**src/rtl/pong_pkg.sv**
```systemverilog
// rtl/pong_pkg.sv - shared pong geometry, FSM encoding and collision helpers
package pong_pkg;

  localparam int CLK_HZ       = 25175000;
  localparam int H_ACTIVE     = 640;
  localparam int V_ACTIVE     = 480;
  localparam int SQ_SIZE      = 16;
  localparam int PDL_HEIGHT   = 96;
  localparam int LPDL_X       = 32;
  localparam int RPDL_X       = 608;
  localparam int SERVE_FRAMES = 60;
  localparam int CENTRE_X     = (H_ACTIVE - SQ_SIZE) / 2;
  localparam int CENTRE_Y     = (V_ACTIVE - SQ_SIZE) / 2;

  typedef enum logic [1:0] {
    SERVE = 2'd0,
    MOVE  = 2'd1,
    MISS  = 2'd2
  } state_t;

  function automatic logic overlaps(input logic [9:0] py, input logic [9:0] pdl);
    return (({1'b0, py} + 11'(SQ_SIZE)) > {1'b0, pdl}) &&
           ({1'b0, py} < ({1'b0, pdl} + 11'(PDL_HEIGHT)));
  endfunction

  // Distance between square centre and paddle centre, clamped to half a paddle.
  function automatic logic [6:0] hit_dist(input logic [9:0] py, input logic [9:0] pdl);
    logic [11:0] a;
    logic [11:0] b;
    logic [11:0] d;
    a = {2'b00, py} + 12'(SQ_SIZE / 2);
    b = {2'b00, pdl} + 12'(PDL_HEIGHT / 2);
    d = (a >= b) ? (a - b) : (b - a);
    return (d > 12'(PDL_HEIGHT / 2)) ? 7'(PDL_HEIGHT / 2) : d[6:0];
  endfunction

endpackage

```
**src/rtl/rate_stepper.sv**
```systemverilog
// rtl/rate_stepper.sv - velocity accumulator emitting one step per CLK_HZ of accumulated speed
module rate_stepper
  import pong_pkg::*;
#(
  parameter int CLK_HZ    = pong_pkg::CLK_HZ,
  parameter int VEL_WIDTH = 10
) (
  input  logic                 clk_0,
  input  logic                 rst,
  input  logic                 en,
  input  logic                 clr,
  input  logic [VEL_WIDTH-1:0] vel,
  output logic                 step
);

  localparam int AW = $clog2(CLK_HZ) + 1;
  localparam int SW = ((AW > VEL_WIDTH) ? AW : VEL_WIDTH) + 1;
  localparam logic [SW-1:0] LIMIT = SW'(CLK_HZ);

  logic [AW-1:0] acc_q;
  logic [AW-1:0] acc_d;
  logic [SW-1:0] sum;

  assign sum = SW'(acc_q) + SW'(vel);

  always_comb begin
    step  = 1'b0;
    acc_d = acc_q;
    if (en) begin
      if (sum >= LIMIT) begin
        step  = 1'b1;
        acc_d = AW'(sum - LIMIT);
      end else begin
        acc_d = AW'(sum);
      end
    end
  end

  always_ff @(posedge clk_0) begin
    if (rst || clr) begin
      acc_q <= '0;
    end else begin
      acc_q <= acc_d;
    end
  end

endmodule

```
**src/rtl/square_motion.sv**
```systemverilog
// rtl/square_motion.sv - ball motion, wall bounce, paddle contact and miss detection
module square_motion
  import pong_pkg::*;
#(
  parameter int CLK_HZ    = pong_pkg::CLK_HZ,
  parameter int VEL_WIDTH = 10
) (
  input  logic                 clk_0,
  input  logic                 rst,
  input  logic                 frame_tick,
  input  logic [9:0]           lpdl_y,
  input  logic [9:0]           rpdl_y,
  input  logic [VEL_WIDTH-1:0] sq_xvel,
  input  logic [VEL_WIDTH-1:0] sq_yvel,
  input  logic                 game_over,
  input  logic                 game_startup,
  output logic [9:0]           sq_x,
  output logic [9:0]           sq_y,
  output logic                 paddle_hit,
  output logic [6:0]           hit_y,
  output logic                 sq_missed,
  output logic                 miss_left
);

  localparam int             CW      = $clog2(SERVE_FRAMES + 1);
  localparam logic [CW-1:0]  SERVE_N = CW'(SERVE_FRAMES);
  localparam logic [9:0]     CX      = 10'(CENTRE_X);
  localparam logic [9:0]     CY      = 10'(CENTRE_Y);
  localparam logic [9:0]     X_MAX   = 10'(H_ACTIVE - SQ_SIZE);
  localparam logic [9:0]     Y_MAX   = 10'(V_ACTIVE - SQ_SIZE);
  localparam logic [9:0]     X_LFACE = 10'(LPDL_X);
  localparam logic [9:0]     X_RFACE = 10'(RPDL_X - SQ_SIZE);

  state_t        state_q;
  logic [CW-1:0] serve_cnt_q;
  logic [9:0]    pos_x_q, pos_y_q, sq_x_q, sq_y_q;
  logic          x_right_q, y_down_q;
  logic          paddle_hit_q, sq_missed_q, miss_left_q;
  logic [6:0]    hit_y_q;

  logic freeze, in_move, x_step, y_step, acc_clr;
  logic l_face, r_face, l_edge, r_edge, y_wall, miss_now;

  assign freeze  = game_over | game_startup;
  assign in_move = (state_q == MOVE) && !freeze;

  // Collision terms all use the pre-step position of this cycle.
  assign l_face   = !x_right_q && (pos_x_q == X_LFACE) && overlaps(pos_y_q, lpdl_y);
  assign r_face   =  x_right_q && (pos_x_q == X_RFACE) && overlaps(pos_y_q, rpdl_y);
  assign l_edge   = !x_right_q && (pos_x_q == 10'd0);
  assign r_edge   =  x_right_q && (pos_x_q == X_MAX);
  assign y_wall   = y_down_q ? (pos_y_q == Y_MAX) : (pos_y_q == 10'd0);
  assign miss_now = x_step && !l_face && !r_face && (l_edge || r_edge);
  assign acc_clr  = freeze || miss_now;

  rate_stepper #(.CLK_HZ(CLK_HZ), .VEL_WIDTH(VEL_WIDTH)) u_x_stepper (
    .clk_0 (clk_0),
    .rst   (rst),
    .en    (in_move),
    .clr   (acc_clr),
    .vel   (sq_xvel),
    .step  (x_step)
  );

  rate_stepper #(.CLK_HZ(CLK_HZ), .VEL_WIDTH(VEL_WIDTH)) u_y_stepper (
    .clk_0 (clk_0),
    .rst   (rst),
    .en    (in_move),
    .clr   (acc_clr),
    .vel   (sq_yvel),
    .step  (y_step)
  );

  always_ff @(posedge clk_0) begin
    paddle_hit_q <= 1'b0;
    sq_missed_q  <= 1'b0;
    if (rst) begin
      state_q     <= SERVE;
      serve_cnt_q <= '0;
      pos_x_q     <= CX;
      pos_y_q     <= CY;
      sq_x_q      <= CX;
      sq_y_q      <= CY;
      x_right_q   <= 1'b1;
      y_down_q    <= 1'b1;
      hit_y_q     <= '0;
      miss_left_q <= 1'b0;
    end else if (freeze) begin
      state_q     <= SERVE;
      serve_cnt_q <= '0;
      pos_x_q     <= CX;
      pos_y_q     <= CY;
      sq_x_q      <= CX;
      sq_y_q      <= CY;
    end else begin
      if (frame_tick) begin
        sq_x_q <= pos_x_q;
        sq_y_q <= pos_y_q;
      end
      case (state_q)
        SERVE: begin
          if (serve_cnt_q == SERVE_N) begin
            state_q     <= MOVE;
            serve_cnt_q <= '0;
          end else if (frame_tick) begin
            serve_cnt_q <= serve_cnt_q + 1'b1;
          end
        end
        MOVE: begin
          if (y_step) begin
            if (y_wall)        y_down_q <= ~y_down_q;
            else if (y_down_q) pos_y_q  <= pos_y_q + 10'd1;
            else               pos_y_q  <= pos_y_q - 10'd1;
          end
          if (x_step) begin
            if (l_face || r_face) begin
              x_right_q    <= ~x_right_q;
              paddle_hit_q <= 1'b1;
              hit_y_q      <= hit_dist(pos_y_q, l_face ? lpdl_y : rpdl_y);
            end else if (l_edge || r_edge) begin
              // Miss overrides any same-cycle y step: reposition and serve toward the loser.
              state_q     <= MISS;
              sq_missed_q <= 1'b1;
              miss_left_q <= l_edge;
              x_right_q   <= r_edge;
              y_down_q    <= ~y_down_q;
              pos_x_q     <= CX;
              pos_y_q     <= CY;
            end else if (x_right_q) begin
              pos_x_q <= pos_x_q + 10'd1;
            end else begin
              pos_x_q <= pos_x_q - 10'd1;
            end
          end
        end
        MISS: begin
          state_q     <= SERVE;
          serve_cnt_q <= '0;
        end
        default: state_q <= SERVE;
      endcase
    end
  end

  assign sq_x       = sq_x_q;
  assign sq_y       = sq_y_q;
  assign paddle_hit = paddle_hit_q;
  assign hit_y      = hit_y_q;
  assign sq_missed  = sq_missed_q;
  assign miss_left  = miss_left_q;

endmodule

```
**config.mk**
```make
export PLATFORM = sky130hd
export DESIGN_NAME = square_motion
export DESIGN_NICKNAME = d
export VERILOG_FILES = /design/src/rtl/pong_pkg.sv /design/src/rtl/rate_stepper.sv /design/src/rtl/square_motion.sv
export SDC_FILE = /design/constraint.sdc
export NUM_CORES = 1
export LEC_CHECK = 0
export ABC_AREA = 1
export BUFFER_PORTS_ARGS = -buffer_cell sky130_fd_sc_hd__buf_2
export CAP_MARGIN = 20
export CELL_PAD_IN_SITES_DETAIL_PLACEMENT = 0
export CELL_PAD_IN_SITES_GLOBAL_PLACEMENT = 1
export CORE_MARGIN = 1
export CORE_UTILIZATION = 44
export CTS_CLUSTER_SIZE = 20
export DETAILED_ROUTE_END_ITERATION = 6
export PLACE_DENSITY_LB_ADDON = 0.1
export SLEW_MARGIN = 20
export SYNTH_ARGS = -nofsm -noshare
export SYNTH_HDL_FRONTEND = slang
export SYNTH_SLANG_ARGS = --single-unit
```
**constraint.sdc**
```tcl
create_clock -name clk_0 -period 7.07 [get_ports clk_0]
set_input_delay 0.707 -clock clk_0 [delete_from_list [all_inputs] [get_ports clk_0]]
set_output_delay 0.707 -clock clk_0 [all_outputs]
set_load 0.02 [all_outputs]
```
==> impl_metrics.toml <==
[pwr]
power_density_nw_per_um2 = 107
p_leak_nw = 6.80
vdd_drop_max_mv = 0.104
p_total_mw = 1.42

[worst_setup_path]
cp.arrival_ns = 6.58
worst-setup-path-type = "reg2reg"
cp_max_fo = 12
worstPathRequired_ns = 7.37
cp_common_cell = "nand2_1"
cp-start-kind = "register"
critPathSlowestCell = "dfxtp_1"
cp-end-kind = "register"
slowest_delay_ns = 0.57

[grt]
grt_pass1_wl_um = 61100
grt_max_degree = 67
antenna_found_initial = 0
globalRouteOverflowTotal = 0
grt_pass1_vias = 12293
grt_usage_pct = 26.5

[clocking]
clock-sinks = 112
cts_tree = "built"
clk_latency_ns = 0.38
cts_buffers = 9
clk_pin_slew_ns = 0.10
cts_max_level = 3
post_cts_buffers = 0
cts_root_buf = "clkbuf_16"
cts_buffer_depth = 2

[timing]
report.final.slew_viol_count = 0
slew_headroom_pct = 29.8
worst_slew_pin_slew_ns = 1.05
finalSetupTns_ns = 0
max_freq_ghz = 0.159
setup_viol = 0
fin_skew_ns = 0.0185
whs_ns = 0.455
final_hold_viol_count = 0
period_share_pct = 88.9
period_minus_slack_ns = 6.29
finalWorstSetupSlack_ns = 0.785
rsz0062_at_grt = "false"

[logic_synthesis]
ys.flop_type = "dfxtp_1"
ys_warn_count = 0
syn_inst = 2102
syn-cell-area_um2 = 12300
synth_edf_count = 0
avgSynthCellArea_um2 = 5.84
synthDistinctLibCells = 50
synth-seq-cells = 112
syn_nets = 2254
postSynth.asyncResetShare_pct = 0
ys_seq_area_share_pct = 18.3

[cells_and_area]
fin_area_um2 = 13200
area_delta_synth_final_pct = 7.64
nFillCells = 3025
diodes = 0
layout_commonest_cell = "nand2_1"
final_cells = 2520
nNetsFinal = 2295
utilization_pct = 48.7
final_cell_mix = "653 x nand2_1, 267 x inv_1, 229 x nor2_1"
drive_above_1_share_pct = 7.82

[place]
place_ws_ns = 0.699
port_buffers = 74
dp_hpwl_um = 29200
dp_cells = 2504
place_congestion = 0.944
place_area_um2 = 12900

[route]
drt_wl_total_um = 37300
detail-route-antenna-nets = 0
dr.pass1.iters = 6
drc = 0
post_drt_wl_per_cell_um = 14.8
drt_iter0_markers = 796
vias = 13118
vias_per_cell = 5.21

[die]
die_y_um = 169
floorplan.initialDensity_pct = 45.2
row_count = 60
die_w_um = 169
fp.dieArea_um2 = 28600
core_um2 = 27200
io_pins = 75

[worst_hold_path]
hold_class = "reg2reg"

[job]
max_cap_violations = 0

[run_status]
outcome = "complete, no violations"
Yosys cell counts, types with 2 or more instances:
| cell type | n | area (µm²) |
|---|---|---|
| o21a_1 | 2 | 15.0 |
| nand3b_1 | 13 | 97.6 |
| buf_1 | 6 | 22.5 |
| nor3_1 | 23 | 115 |
| o21bai_1 | 2 | 15.0 |
| nand2_1 | 653 | 2450 |
| buf_4 | 6 | 45.0 |
| o221ai_1 | 2 | 17.5 |
| xor2_1 | 57 | 499 |
| o2111ai_1 | 6 | 52.6 |
| and2_1 | 6 | 37.5 |
| inv_1 | 267 | 1000 |
| buf_6 | 7 | 78.8 |
| nor2_4 | 4 | 45.0 |
| fa_1 | 6 | 120 |
| nand4_1 | 39 | 244 |
| a21o_1 | 3 | 22.5 |
| clkinv_1 | 4 | 15.0 |
| nor2_2 | 13 | 81.3 |
| or2_1 | 3 | 18.8 |
| dfxtp_1 | 112 | 2240 |
| clkbuf_1 | 22 | 82.6 |
| a21oi_2 | 5 | 43.8 |
| ha_1 | 101 | 1260 |
| nand3_2 | 6 | 60.1 |
| inv_2 | 15 | 56.3 |
| o31ai_1 | 2 | 15.0 |
| buf_2 | 9 | 45.0 |
| nand2_2 | 13 | 81.3 |
| o21ai_0 | 52 | 260 |
| nor2_1 | 232 | 871 |
| nand3_1 | 177 | 886 |
| nor4_1 | 9 | 56.3 |
| o21ai_2 | 4 | 35.0 |
| a21oi_1 | 136 | 681 |
| nand3_4 | 2 | 35.0 |
| o21ai_1 | 30 | 150 |
| xnor2_1 | 11 | 96.3 |
| nor3b_1 | 4 | 30.0 |
| or2_2 | 3 | 18.8 |
| a31oi_1 | 2 | 12.5 |
| o211ai_1 | 25 | 188 |
layout make-up:
cell class	instances	area [µm²]	area share (%)
tap	372	465	3.52
sequential	112	2240	17.0
timing repair buffer	80	415	3.14
inverter	287	1080	8.17
clock inverter	7	93.8	0.710
multi-input combinational	1653	8700	65.8
clock buffer	9	225	1.70
cells by family (layout without fill, tap and decap cells):
logic type	Yosys count	count (layout)	synth area share, %
simple gates	1202	1202	41.9
flops	112	112	18.3
xor+xnor	69	69	4.98
compound gates	275	275	12.5
fa+ha+maj	107	107	11.3
buf+inv	337	383	11.0
timing repair:
item / CTS / global route
gates resized for setup: 0 / 1
hold buffers: 0 / 0
setup endpoints to repair: 0 / 1
state kept, by name, summed over array words and instances (netlist names), 2 cells and up:
register	count
u_y_stepper.acc_q	26
u_x_stepper.acc_q	26
sq_y	10
pos_x_q	10
pos_y_q	10
serve_cnt_q	6
sq_x	10
hit_y	7
state_q	2
per-layer routing:
layer / global-route usage, % / wire [µm] / vias to the layer above
met4: 8.03 / 905 / 0
met5: 0 / 0 / -
met2: 45.6 / 17300 / 252
met3: 2.90 / 1410 / 55
met1: 34.8 / 17700 / 5956
li1: - / - / 6855
power breakdown:
group | total [mW] | leakage, nW | internal (mW) | switching (mW)
registers | 0.632 | 0.903 | 0.631 | 0.000635
logic | 0.223 | 5.75 | 0.0770 | 0.146
clock network | 0.564 | 0.154 | 0.261 | 0.303
total | 1.42 | 6.80 | 0.969 | 0.449
worst max-delay path: cells and delay by family (launching register included):
| kind | cells | cell delay (ns) |
|---|---|---|
| AOI/OAI and AO/OA | 4 | 0.67 |
| xor gates and xnor gates | 2 | 0.50 |
| adders and majority gates | 4 | 1.16 |
| buffers and inverters | 4 | 0.43 |
| DFF | 1 | 0.57 |
| and+or+nand+nor | 20 | 2.88 |
worst paths after layout:
| check | from | end | slack [ns] | depth (start not counted) |
|---|---|---|---|---|
| min | miss_left | miss_left | 0.46 | 2 |
| min reg2reg | miss_left | miss_left | 0.46 | 2 |
| max | pos_y_q[4] | hit_y[3] | 0.78 | 34 |
| max reg2reg | pos_y_q[4] | hit_y[3] | 0.78 | 34 |
Power figures use the tool's default switching activity.
